--- config.mk ---
export PLATFORM = sky130hd
export DESIGN_NAME = lowmask_share_arb
export DESIGN_NICKNAME = d
export VERILOG_FILES = /design/src/rtl/lowmask_share_arb.sv
export SDC_FILE = /design/constraint.sdc
export NUM_CORES = 1
export LEC_CHECK = 0
export BUFFER_PORTS_ARGS = -buffer_cell sky130_fd_sc_hd__buf_2
export CAP_MARGIN = 30
export CORE_AREA = 3 3 84 86
export DETAILED_ROUTE_END_ITERATION = 12
export DIE_AREA = 0 0 87 89
export HOLD_SLACK_MARGIN = 0.12
export SETUP_SLACK_MARGIN = 0.4
export SYNTH_ARGS = -nofsm -noshare
export SYNTH_HDL_FRONTEND = slang
export SYNTH_SLANG_ARGS = --single-unit
--- constraint.sdc ---
create_clock -name clock -period 2.2 [get_ports clock]
set_input_delay 0.22 -clock clock [delete_from_list [all_inputs] [get_ports clock]]
set_output_delay 0.22 -clock clock [all_outputs]
set_load 0.02 [all_outputs]
--- src/rtl/lowmask_share_arb.sv ---
// Round-robin arbiter sharing one low-mask generator among NUM_REQ requesters.
// The winner's mask is captured in a single output register with valid/ready.
module lowmask_share_arb #(
  parameter int unsigned NUM_REQ  = 4,
  parameter int unsigned IN_W     = 6,
  parameter int unsigned OUT_W    = 24,
  parameter int unsigned LO_BOUND = 0
) (
  input  logic                       clock,
  input  logic                       reset,
  input  logic [NUM_REQ-1:0]         req_valid,
  input  logic [NUM_REQ*IN_W-1:0]    req_amount,
  output logic [NUM_REQ-1:0]         req_ready,
  output logic                       resp_valid,
  input  logic                       resp_ready,
  output logic [$clog2(NUM_REQ)-1:0] resp_id,
  output logic [OUT_W-1:0]           resp_mask
);

  localparam int unsigned ID_W = $clog2(NUM_REQ);

  logic [IN_W-1:0]  amt_arr [NUM_REQ];
  logic [ID_W-1:0]  rr_ptr;
  logic [ID_W-1:0]  gnt_idx;
  logic [IN_W-1:0]  gnt_amt;
  logic [OUT_W-1:0] gnt_mask;
  logic             gnt_any;
  logic             gnt_fire;
  logic             slot_free;
  int unsigned      idx;
  int               d;

  for (genvar k = 0; k < NUM_REQ; k++) begin : g_unpack
    assign amt_arr[k] = req_amount[k*IN_W +: IN_W];
  end

  // First valid requester at or after rr_ptr, searching upward with wrap.
  always_comb begin
    gnt_any   = 1'b0;
    gnt_idx   = '0;
    gnt_amt   = '0;
    idx       = 0;
    req_ready = '0;
    slot_free = !resp_valid || resp_ready;
    for (int unsigned off = 0; off < NUM_REQ; off++) begin
      idx = (32'(rr_ptr) + off) % NUM_REQ;
      if (!gnt_any && req_valid[ID_W'(idx)]) begin
        gnt_any = 1'b1;
        gnt_idx = ID_W'(idx);
        gnt_amt = amt_arr[ID_W'(idx)];
      end
    end
    gnt_fire = slot_free && gnt_any && !reset;
    if (gnt_fire) req_ready[gnt_idx] = 1'b1;
  end

  // Mask: the d LSBs set, with d = amount - LO_BOUND on zero-extended amounts.
  always_comb begin
    gnt_mask = '0;
    d = $signed(32'(gnt_amt)) - $signed(32'(LO_BOUND));
    for (int i = 0; i < int'(OUT_W); i++) begin
      gnt_mask[i] = (i < d);
    end
  end

  always_ff @(posedge clock) begin
    if (reset) begin
      resp_valid <= 1'b0;
      resp_id    <= '0;
      resp_mask  <= '0;
      rr_ptr     <= '0;
    end else if (gnt_fire) begin
      resp_valid <= 1'b1;
      resp_id    <= gnt_idx;
      resp_mask  <= gnt_mask;
      rr_ptr     <= (gnt_idx == ID_W'(NUM_REQ - 1)) ? '0 : gnt_idx + ID_W'(1);
    end else if (resp_ready) begin
      resp_valid <= 1'b0;
    end
  end

endmodule

==> results.toml, run 1 <==
[timing]
fin_crit_sh = 1.09
max_freq_ghz = 0.416
tightestPinTransition_ns = 0.782
skew_ns = 0.00358
hold-worst-slack_ns = 0.278
timing.final.ws_setup_ns = -0.203
hold_viol_final = 0
slew_headroom = 0.474
setup_tns_ns = -3.34
finalSetupViolCount = 27
rsz0062_at_grt = "true"
slew_viol_final = 0
fin_crit_ns = 2.40

[cells_and_area]
diodes = 0
regArea_um2 = 588
drive_gt1_frac = 0.550
final_core_util = 0.570
syn_to_final_growth_pct = 57.9
multi_input_area_um2 = 1830
fillers = 575
final_nets = 436

[worst_setup_path]
rrSetupSlack_ns = -0.20
r2r_end = "resp_mask[20]"
cp_max_fo = 7
start_kind = "flop"
critPathLaunch = "rr_ptr[0]"
crit_end = "resp_mask[20]"
critPathMaxStageDelay_ns = 0.40
worstReg2RegStart = "rr_ptr[0]"
worst-setup-path-type = "reg2reg"
arrival_ns = 2.56
reg2reg_depth = 11
critPathRequiredTime_ns = 2.36
crit_path_end_kind = "flop"
crit_slowest_cell = "dfxtp_4"
cp_cell_sequence = "buf_6 -> buf_4 -> buf_8 -> nand2b_1 -> a21oi_1 -> o221ai_1 -> o2111ai_1 -> a211o_2 -> or2_4 -> o2111ai_1 -> a21oi_1"

[floorplan]
io_pins = 62
dieWidth_um = 87
core_area_um2 = 6350
dieArea_um2 = 7740
fp-row-count = 29
die_h_um = 89
initial_core_util = 0.361

[placed_design]
placement.io_buffers = 61
gp_routability_congestion = 0.863
dp_hpwl_um = 5250

[synth]
ys_top_cells_by_area = "dfxtp_1 (25%), mux2i_1 (6.5%), mux2_2 (5.9%)"
synth_edf_count = 0
syn_nets = 311
yosysTopAreaCellShare = 0.253
yosys.area.top_type = "dfxtp_1"
syn_area_per_cell_um2 = 8.31
synthCells = 276
yosys_register_bits = 29
netlist_area_um2 = 2290
yosysSeqAreaShare = 0.253
synthTopCellsByCount = "dfxtp_1 (29), nand2_1 (29), a21oi_1 (23), mux2i_1 (15)"
synth_warnings = 0
async_reset_ff_frac = 0
synth_cell_types = 56
ys.flop_type = "dfxtp_1"

[grt]
grt_remaining_overflow = 0
antenna_found_initial = 0
grt_pass1_wl_um = 11800
grtUsageTotal = 0.191
grt_max_degree = 31
grt_pass1_vias = 2567

[route]
dr.pass1.iters = 4
drc = 0
drt_iter0_markers = 133
viasPerCell = 5.44
num_vias = 2607
drtAntennaViolNets = 0
wirelength_um = 7370
wl_per_cell_um = 15.4

[clock_tree]
clockBufferDepth = 2
h-tree-depth = 2
cts_buffers = 5
clock_latency_ns = 0.28
clk_pin_slew_ns = 0.07
cts_tree = "yes"
cts_sinks = 29
cts-root-buf = "clkbuf_8"

[pwr]
peakVddDrop_uv = 711
internal_power_uw = 1850
p_per_area_nw_per_um2 = 882
comb_power_share = 0.642
p_sw_uw = 1350
p_leak_uw = 0.00154
p_clk_frac = 0.136
power.share.sequential = 0.222
p_sw_frac = 0.422

[flow_run]
maxCapViolCount = 0

[hold_path]
hold_class = "in2reg"
worstHoldStart = "resp_ready"

[status]
violations = "setup timing"
outcome = "finished with violations"
[layer usage]
layer / track usage / wire length [µm]
met1: 0.249 / 3320
met2: 0.313 / 3580
met3: 0.0313 / 311
met4: 0.0807 / 168
met5: 0 / 0
[cells in the final DEF (no fill, tap or decap), drive strengths merged, types with 8 or more instances in the layout]
| cell type | n |
|---|---|
| mux2 | 12 |
| a21oi | 24 |
| nand2 | 29 |
| dfxtp | 29 |
| nand2b | 8 |
| buf | 140 |
| mux2i | 15 |
| o211ai | 9 |
| a211oi | 9 |
| nor2 | 14 |
| o21ai | 15 |
[cell families after synthesis]
| family | after synthesis | synth area share |
|---|---|---|
| simple gates | 94 | 0.223 |
| flops | 29 | 0.253 |
| compound gates | 87 | 0.269 |
| mux | 32 | 0.173 |
| fa+ha+maj | 4 | 0.0218 |
| buf+inv | 30 | 0.0595 |
[through the flow]
stage | cells | worst slack, ns | area, µm² | total power [µW]
3_3_place_gp | 449 | -0.268 | 3060 | 2260
5_1_grt | 479 | -0.342 | 3620 | 3390
4_1_cts | 467 | -0.205 | 3390 | 2950
3_5_place_dp | 449 | -0.302 | 3060 | 2270
6_report | 479 | -0.203 | 3620 | 3190
2_1_floorplan | 276 | -0.118 | 2370 | 1770
[timing repair]
item,4_1_cts,5_1_grt
resized for setup,44,37
hold endpoints to repair,0,0
hold buffers,0,0
cloned,1,1
endpoints found under the setup margin,29,29
pin swaps,17,14
buffers inserted,9,11
[flip-flops by register name (all words and copies together), names as in the netlist]
signal and cells:
resp_id 2, rr_ptr 2, resp_valid 1, resp_mask 24
[cell type report]
| class | count | share of cell area |
|---|---|---|
| inverter | 7 | 0.00864 |
| clock buffer | 6 | 0.0200 |
| timing repair buffer | 141 | 0.275 |
| multi-input combinational | 217 | 0.505 |
| clock inverter | 2 | 0.00276 |
| tap | 77 | 0.0266 |
| sequential | 29 | 0.162 |
[power by group through the flow]
stage | Combinational (µW) | Sequential [µW] | Clock, µW
floorplan | 955 | 811 | 0
global placement | 1540 | 719 | 0
detailed placement | 1550 | 724 | 0
CTS | 1800 | 706 | 437
global route | 2220 | 719 | 459
finish | 2050 | 708 | 433
[worst min path at each step]
stage / cells after the start / slack [ns] / end
floorplan: 2 / 0.40 / resp_mask[0]
global placement: 2 / 0.44 / resp_mask[21]
detailed placement: 2 / 0.44 / resp_mask[21]
CTS: 4 / 0.25 / resp_valid
global route: 4 / 0.31 / resp_valid
finish: 4 / 0.28 / resp_valid
[worst max-delay path, delay by kind of cell (launching register included)]
family          cells  cell delay (ns)
buf+inv             3             0.39
compound gates      6             1.03
simple gates        2             0.44
flops               1             0.40
Power figures use the tool's default switching activity.
==> inputs of run 2 (changes only) <==
PLACE_DENSITY_LB_ADDON = 0.05   (was default)
==> run 2 against run 1 <==
  * The run still ends with setup timing left
  * Largest power group unchanged
  * Critical endpoint is now resp_mask[2]
  * Total power decreased by 2.1%
  * Largest cell class unchanged
  * Global-route usage down 0.29 points
  * Critical path type unchanged
  * Register-to-register slack about the same
  * Core utilization down 1.5 points
  * Flip-flop and latch count unchanged
  * Count of clock-buffer cells in the layout did not move
  * Via count is 2.9% lower
==> results.toml, run 2 (synthesized netlist as in run 1, its figures left out) <==
[status]
outcome = "finished with violations"
violations = "setup timing"

[worst_setup_path]
crit_slowest_cell = "or4_4"
worst-path-buf-inv = 1
crit_cells = 9
worst-setup-path-type = "reg2reg"
arrival_ns = 2.57
reg2reg_depth = 9
crit_family = "compound AO/OA/AOI/OAI gates"
critPathMaxStageDelay_ns = 0.44
start_kind = "flop"
cp_max_fo = 7
cp_cell_sequence = "buf_6 -> nand2_2 -> or4_4 -> a21o_4 -> a21oi_4 -> a2bb2oi_4 -> o211ai_4 -> or3_4 -> a2bb2oi_1"
crit_path_end_kind = "flop"
critPathRequiredTime_ns = 2.36

[route]
drtAntennaViolNets = 0
num_vias = 2532
wirelength_um = 7310
wl_per_cell_um = 15.4
drt_iter0_markers = 107
dr.pass1.iters = 4
met2_length_um = 3760
dr_wl_met3_um = 248
top_layer = "met4"
drc = 0
m1WireLength_um = 3290
viasPerCell = 5.34

[placed_design]
post-place-ws_ns = -0.275
placement.io_buffers = 61
gp_routability_congestion = 0.829
placedInstanceArea_um2 = 3100
placed_cells = 451
dp_hpwl_um = 5460

[timing]
fin_crit_ns = 2.40
timing.final.ws_setup_ns = -0.204
max_freq_ghz = 0.416
hold-worst-slack_ns = 0.293
hold_viol_final = 0
fin_crit_sh = 1.09
tightestPinTransition_ns = 0.588
rsz0062_at_grt = "true"
slew_headroom = 0.607
skew_ns = 0.00635
finalSetupViolCount = 23
slew_viol_final = 0

[floorplan]
fp-row-count = 29
io_pins = 62
core_area_um2 = 6350
die_h_um = 89
dieArea_um2 = 7740
initial_core_util = 0.361
dieWidth_um = 87

[pwr]
p_per_area_nw_per_um2 = 887
p_sw_frac = 0.419
comb_power_share = 0.644
peakVddDrop_uv = 493
p_clk_frac = 0.134
power.share.sequential = 0.222
internal_power_uw = 1820
p_sw_uw = 1310
p_leak_uw = 0.00150

[cells_and_area]
layout_commonest_cell = "buf_4"
top_regs = "resp_mask x24, resp_id x2, rr_ptr x2"
largest_reg_flops = 24
drive_gt1_frac = 0.516
mostFrequentLayoutCells = "buf_4 (62), buf_2 (60), nand2_1 (27), dfxtp_1 (27), a21oi_1 (21)"
stdcell_count = 474
syn_to_final_growth_pct = 53.7
final_nets = 431
final_cell_area_um2 = 3520
diodes = 0
largest_register = "resp_mask"
fillers = 600
final_core_util = 0.555

[grt]
grt_pass1_wl_um = 11700
antenna_found_initial = 0
grt_pass1_vias = 2353
grt_remaining_overflow = 0
grt_max_degree = 31
grtUsageTotal = 0.188

[clock_tree]
cts-root-buf = "clkbuf_8"
clockBufferDepth = 2
h-tree-depth = 2
clock_latency_ns = 0.28
cts_sinks = 29
cts_buffers = 5
clk_pin_slew_ns = 0.06
cts_tree = "yes"

[hold_path]
min_delay_path_depth = 4
hold_class = "in2reg"

[flow_run]
maxCapViolCount = 0
[run 2: path summary, 6_finish.rpt]
| check | start | end | slack, ns |
|---|---|---|---|
| hold reg to reg | resp_mask[17] | resp_mask[17] | 0.45 |
| hold / removal | resp_ready | resp_valid | 0.29 |
| setup reg to reg | rr_ptr[0] | resp_mask[2] | -0.20 |
| setup / recovery | rr_ptr[0] | resp_mask[2] | -0.20 |
[run 2: area by class of cell]
| type | instances | area [µm²] | share of cell area |
|---|---|---|---|
| clock buffers | 6 | 72.6 | 0.0206 |
| clock inverters | 2 | 10.0 | 0.00284 |
| inverters | 7 | 38.8 | 0.0110 |
| multi-input cells | 217 | 1780 | 0.504 |
| flip-flops and latches | 29 | 586 | 0.166 |
| well taps | 77 | 96.3 | 0.0273 |
| repair buffers | 136 | 945 | 0.268 |
[run 2: per-stage QoR]
step | TNS [ns] | power [µW]
6_report | -3.46 | 3130
3_5_place_dp | -4.54 | 2330
3_3_place_gp | -3.94 | 2320
5_1_grt | -6.03 | 3350
4_1_cts | -2.41 | 2950
2_1_floorplan | -0.493 | 1770
[run 2: worst reg2reg max path, cell delays in order (launching register included)]
cell and delay (ns):
dfxtp_4 0.39, buf_6 0.13, nand2_2 0.04, or4_4 0.44, a21o_4 0.25, a21oi_4 0.19, a2bb2oi_4 0.19, o211ai_4 0.14
or3_4 0.38, a2bb2oi_1 0.13
[run 2: what timing repair did]
item	4_1_cts	5_1_grt
gates resized for setup	43	17
buffers inserted	7	7
setup endpoints to repair	31	30
hold buffers	0	0
gates cloned	0	1
pin swaps	17	15
[run 2: per-layer routing]
layer | vias up | track usage
met4 | 0 | 0.0269
met1 | 1211 | 0.256
met3 | 2 | 0.0304
met2 | 41 | 0.321
met5 | - | 0
li1 | 1278 | -
[run 2: power by group through the flow]
stage | Sequential (µW) | Clock (µW) | Combinational (µW)
6_report | 696 | 418 | 2010
5_1_grt | 710 | 455 | 2180
4_1_cts | 697 | 429 | 1830
3_5_place_dp | 706 | 0 | 1620
3_3_place_gp | 704 | 0 | 1610
2_1_floorplan | 811 | 0 | 955
==> inputs of run 3 (changes only) <==
CORE_AREA = 3 3 76 78   (was 3 3 84 86)
DIE_AREA = 0 0 79 81   (was 0 0 87 89)
==> run 3 against run 2 <==
  * The run still ends with setup timing left
  * Worst setup slack got worse by 0.024 ns
  * Cell area increased by 3.8%
  * Critical path depth unchanged
==> results.toml, run 3 (synthesized netlist as in run 1, its figures left out) <==
[status]
outcome = "finished with violations"
violations = "setup timing"

[timing]
max_freq_ghz = 0.412
finalSetupViolCount = 24
tightestPinTransition_ns = 0.723
slew_headroom = 0.515
setup_tns_ns = -3.01
slew_viol_final = 0
timing.final.ws_setup_ns = -0.228
hold_viol_final = 0
skew_ns = 0.00546
rsz0062_at_grt = "true"
fin_crit_sh = 1.10
fin_crit_ns = 2.43

[clock_tree]
cts_tree = "yes"
cts_buffers = 5
h-tree-depth = 2
clock_latency_ns = 0.28
clk_pin_slew_ns = 0.06
clockBufferDepth = 2
hold_buffers = 0
cts-root-buf = "clkbuf_8"
cts_sinks = 29

[floorplan]
dieWidth_um = 79
core_area_um2 = 5140
die_h_um = 81
io_pins = 62
initial_core_util = 0.446
fp-row-count = 26
dieArea_um2 = 6400

[cells_and_area]
largest_register = "resp_mask"
mostFrequentLayoutCells = "buf_4 (67), buf_2 (57), nand2_1 (29)"
largest_reg_flops = 24
top_regs = "resp_mask x24, resp_id x2, rr_ptr x2"
diodes = 0
drive_gt1_frac = 0.542
syn_to_final_growth_pct = 59.6
final_cell_area_um2 = 3660
final_nets = 440
fillers = 431
layout_commonest_cell = "buf_4"

[pwr]
peakVddDrop_uv = 526
p_leak_uw = 0.00157
p_per_area_nw_per_um2 = 879

[grt]
grtUsageTotal = 0.227
grt_remaining_overflow = 0
grt_pass1_vias = 2399
antenna_found_initial = 0
grt_max_degree = 31
grt_pass1_wl_um = 11500

[worst_setup_path]
crit_path_end_kind = "flop"
start_kind = "flop"
cp_max_fo = 6
critPathMaxStageDelay_ns = 0.41
crit_slowest_cell = "or3b_4"
worst-setup-path-type = "reg2reg"
critPathRequiredTime_ns = 2.36
cp_cell_sequence = "or3b_4 -> a211oi_4 -> buf_4 -> a22oi_2 -> inv_2 -> a2bb2oi_2 -> o211ai_4 -> or3_4 -> a2bb2oi_1"
arrival_ns = 2.59

[route]
wl_per_cell_um = 15.1
drc = 0
drt_iter0_markers = 136
num_vias = 2618
viasPerCell = 5.50
dr.pass1.iters = 4
drtAntennaViolNets = 0
wirelength_um = 7210

[flow_run]
maxCapViolCount = 0

[hold_path]
hold_class = "in2reg"

[placed_design]
placement.io_buffers = 61
dp_hpwl_um = 5040
placedInstanceArea_um2 = 3100
gp_routability_congestion = 0.889
-- run 3: cell count changes in the layout (fill, tap and decap cells not counted), moves of 3 or more --
cell,previous run,this run
buf_4,62,67
buf_6,11,15
buf_2,60,57
nor2_2,0,3
-- run 3: cell type report --
type	instances	area, µm²	share of cell area
Timing Repair inverter	1	16.3	0.00444
Tap cell	70	87.6	0.0239
Sequential cell	29	588	0.161
Clock inverter	2	10.0	0.00274
Timing Repair Buffer	144	1060	0.291
Inverter	7	52.6	0.0144
Multi-Input combinational cell	217	1770	0.483
Clock buffer	6	72.6	0.0198
-- run 3: per-layer routing --
| metal | vias up | wire [µm] | track usage |
|---|---|---|---|
| met3 | 11 | 360 | 0.0344 |
| met5 | - | 0 | 0 |
| met1 | 1228 | 3300 | 0.299 |
| met4 | 0 | 117 | 0.0636 |
| met2 | 83 | 3430 | 0.388 |
| li1 | 1296 | - | - |
-- run 3: critical path, delay by kind of cell (launching register included) --
family                 cells  cell delay (ns)
AOI/OAI and AO/OA          5             0.83
and+or+nand+nor            2             0.82
DFF                        1             0.37
buffers and inverters      2             0.28
-- run 3: final timing paths --
path / startpoint / to / slack (ns) / cells after the start
max: rr_ptr[0] / resp_mask[0] / -0.23 / 9
min: resp_ready / resp_valid / 0.26 / 4
max reg2reg: rr_ptr[0] / resp_mask[0] / -0.23 / 9
min reg2reg: resp_mask[21] / resp_mask[21] / 0.46 / 2
-- run 3: per-stage QoR --
step	cells	hold slack, ns	utilization	total power (µW)	setup slack (ns)
3_5_place_dp	445	0.446	0.602	2330	-0.216
4_1_cts	466	0.256	0.672	3010	-0.150
6_report	476	0.259	0.712	3220	-0.228
5_1_grt	476	0.323	0.712	3430	-0.313
3_3_place_gp	445	0.439	0.602	2310	-0.196
2_1_floorplan	276	0.400	-	1770	-0.118
-- run 3: repair_timing --
action | in CTS | in global routing
resized for setup | 39 | 34
setup buffers | 11 | 10
endpoints found under the setup margin | 29 | 28
pin swaps | 10 | 24
cloned | 2 | 0
-- run 3: power breakdown --
group	internal, µW	total, µW	switching, µW	leakage, µW
combinational	1050	2090	1040	0.00128
sequential	636	702	66.6	0.000242
clock	219	423	204	0.0000450
total	1910	3220	1310	0.00157
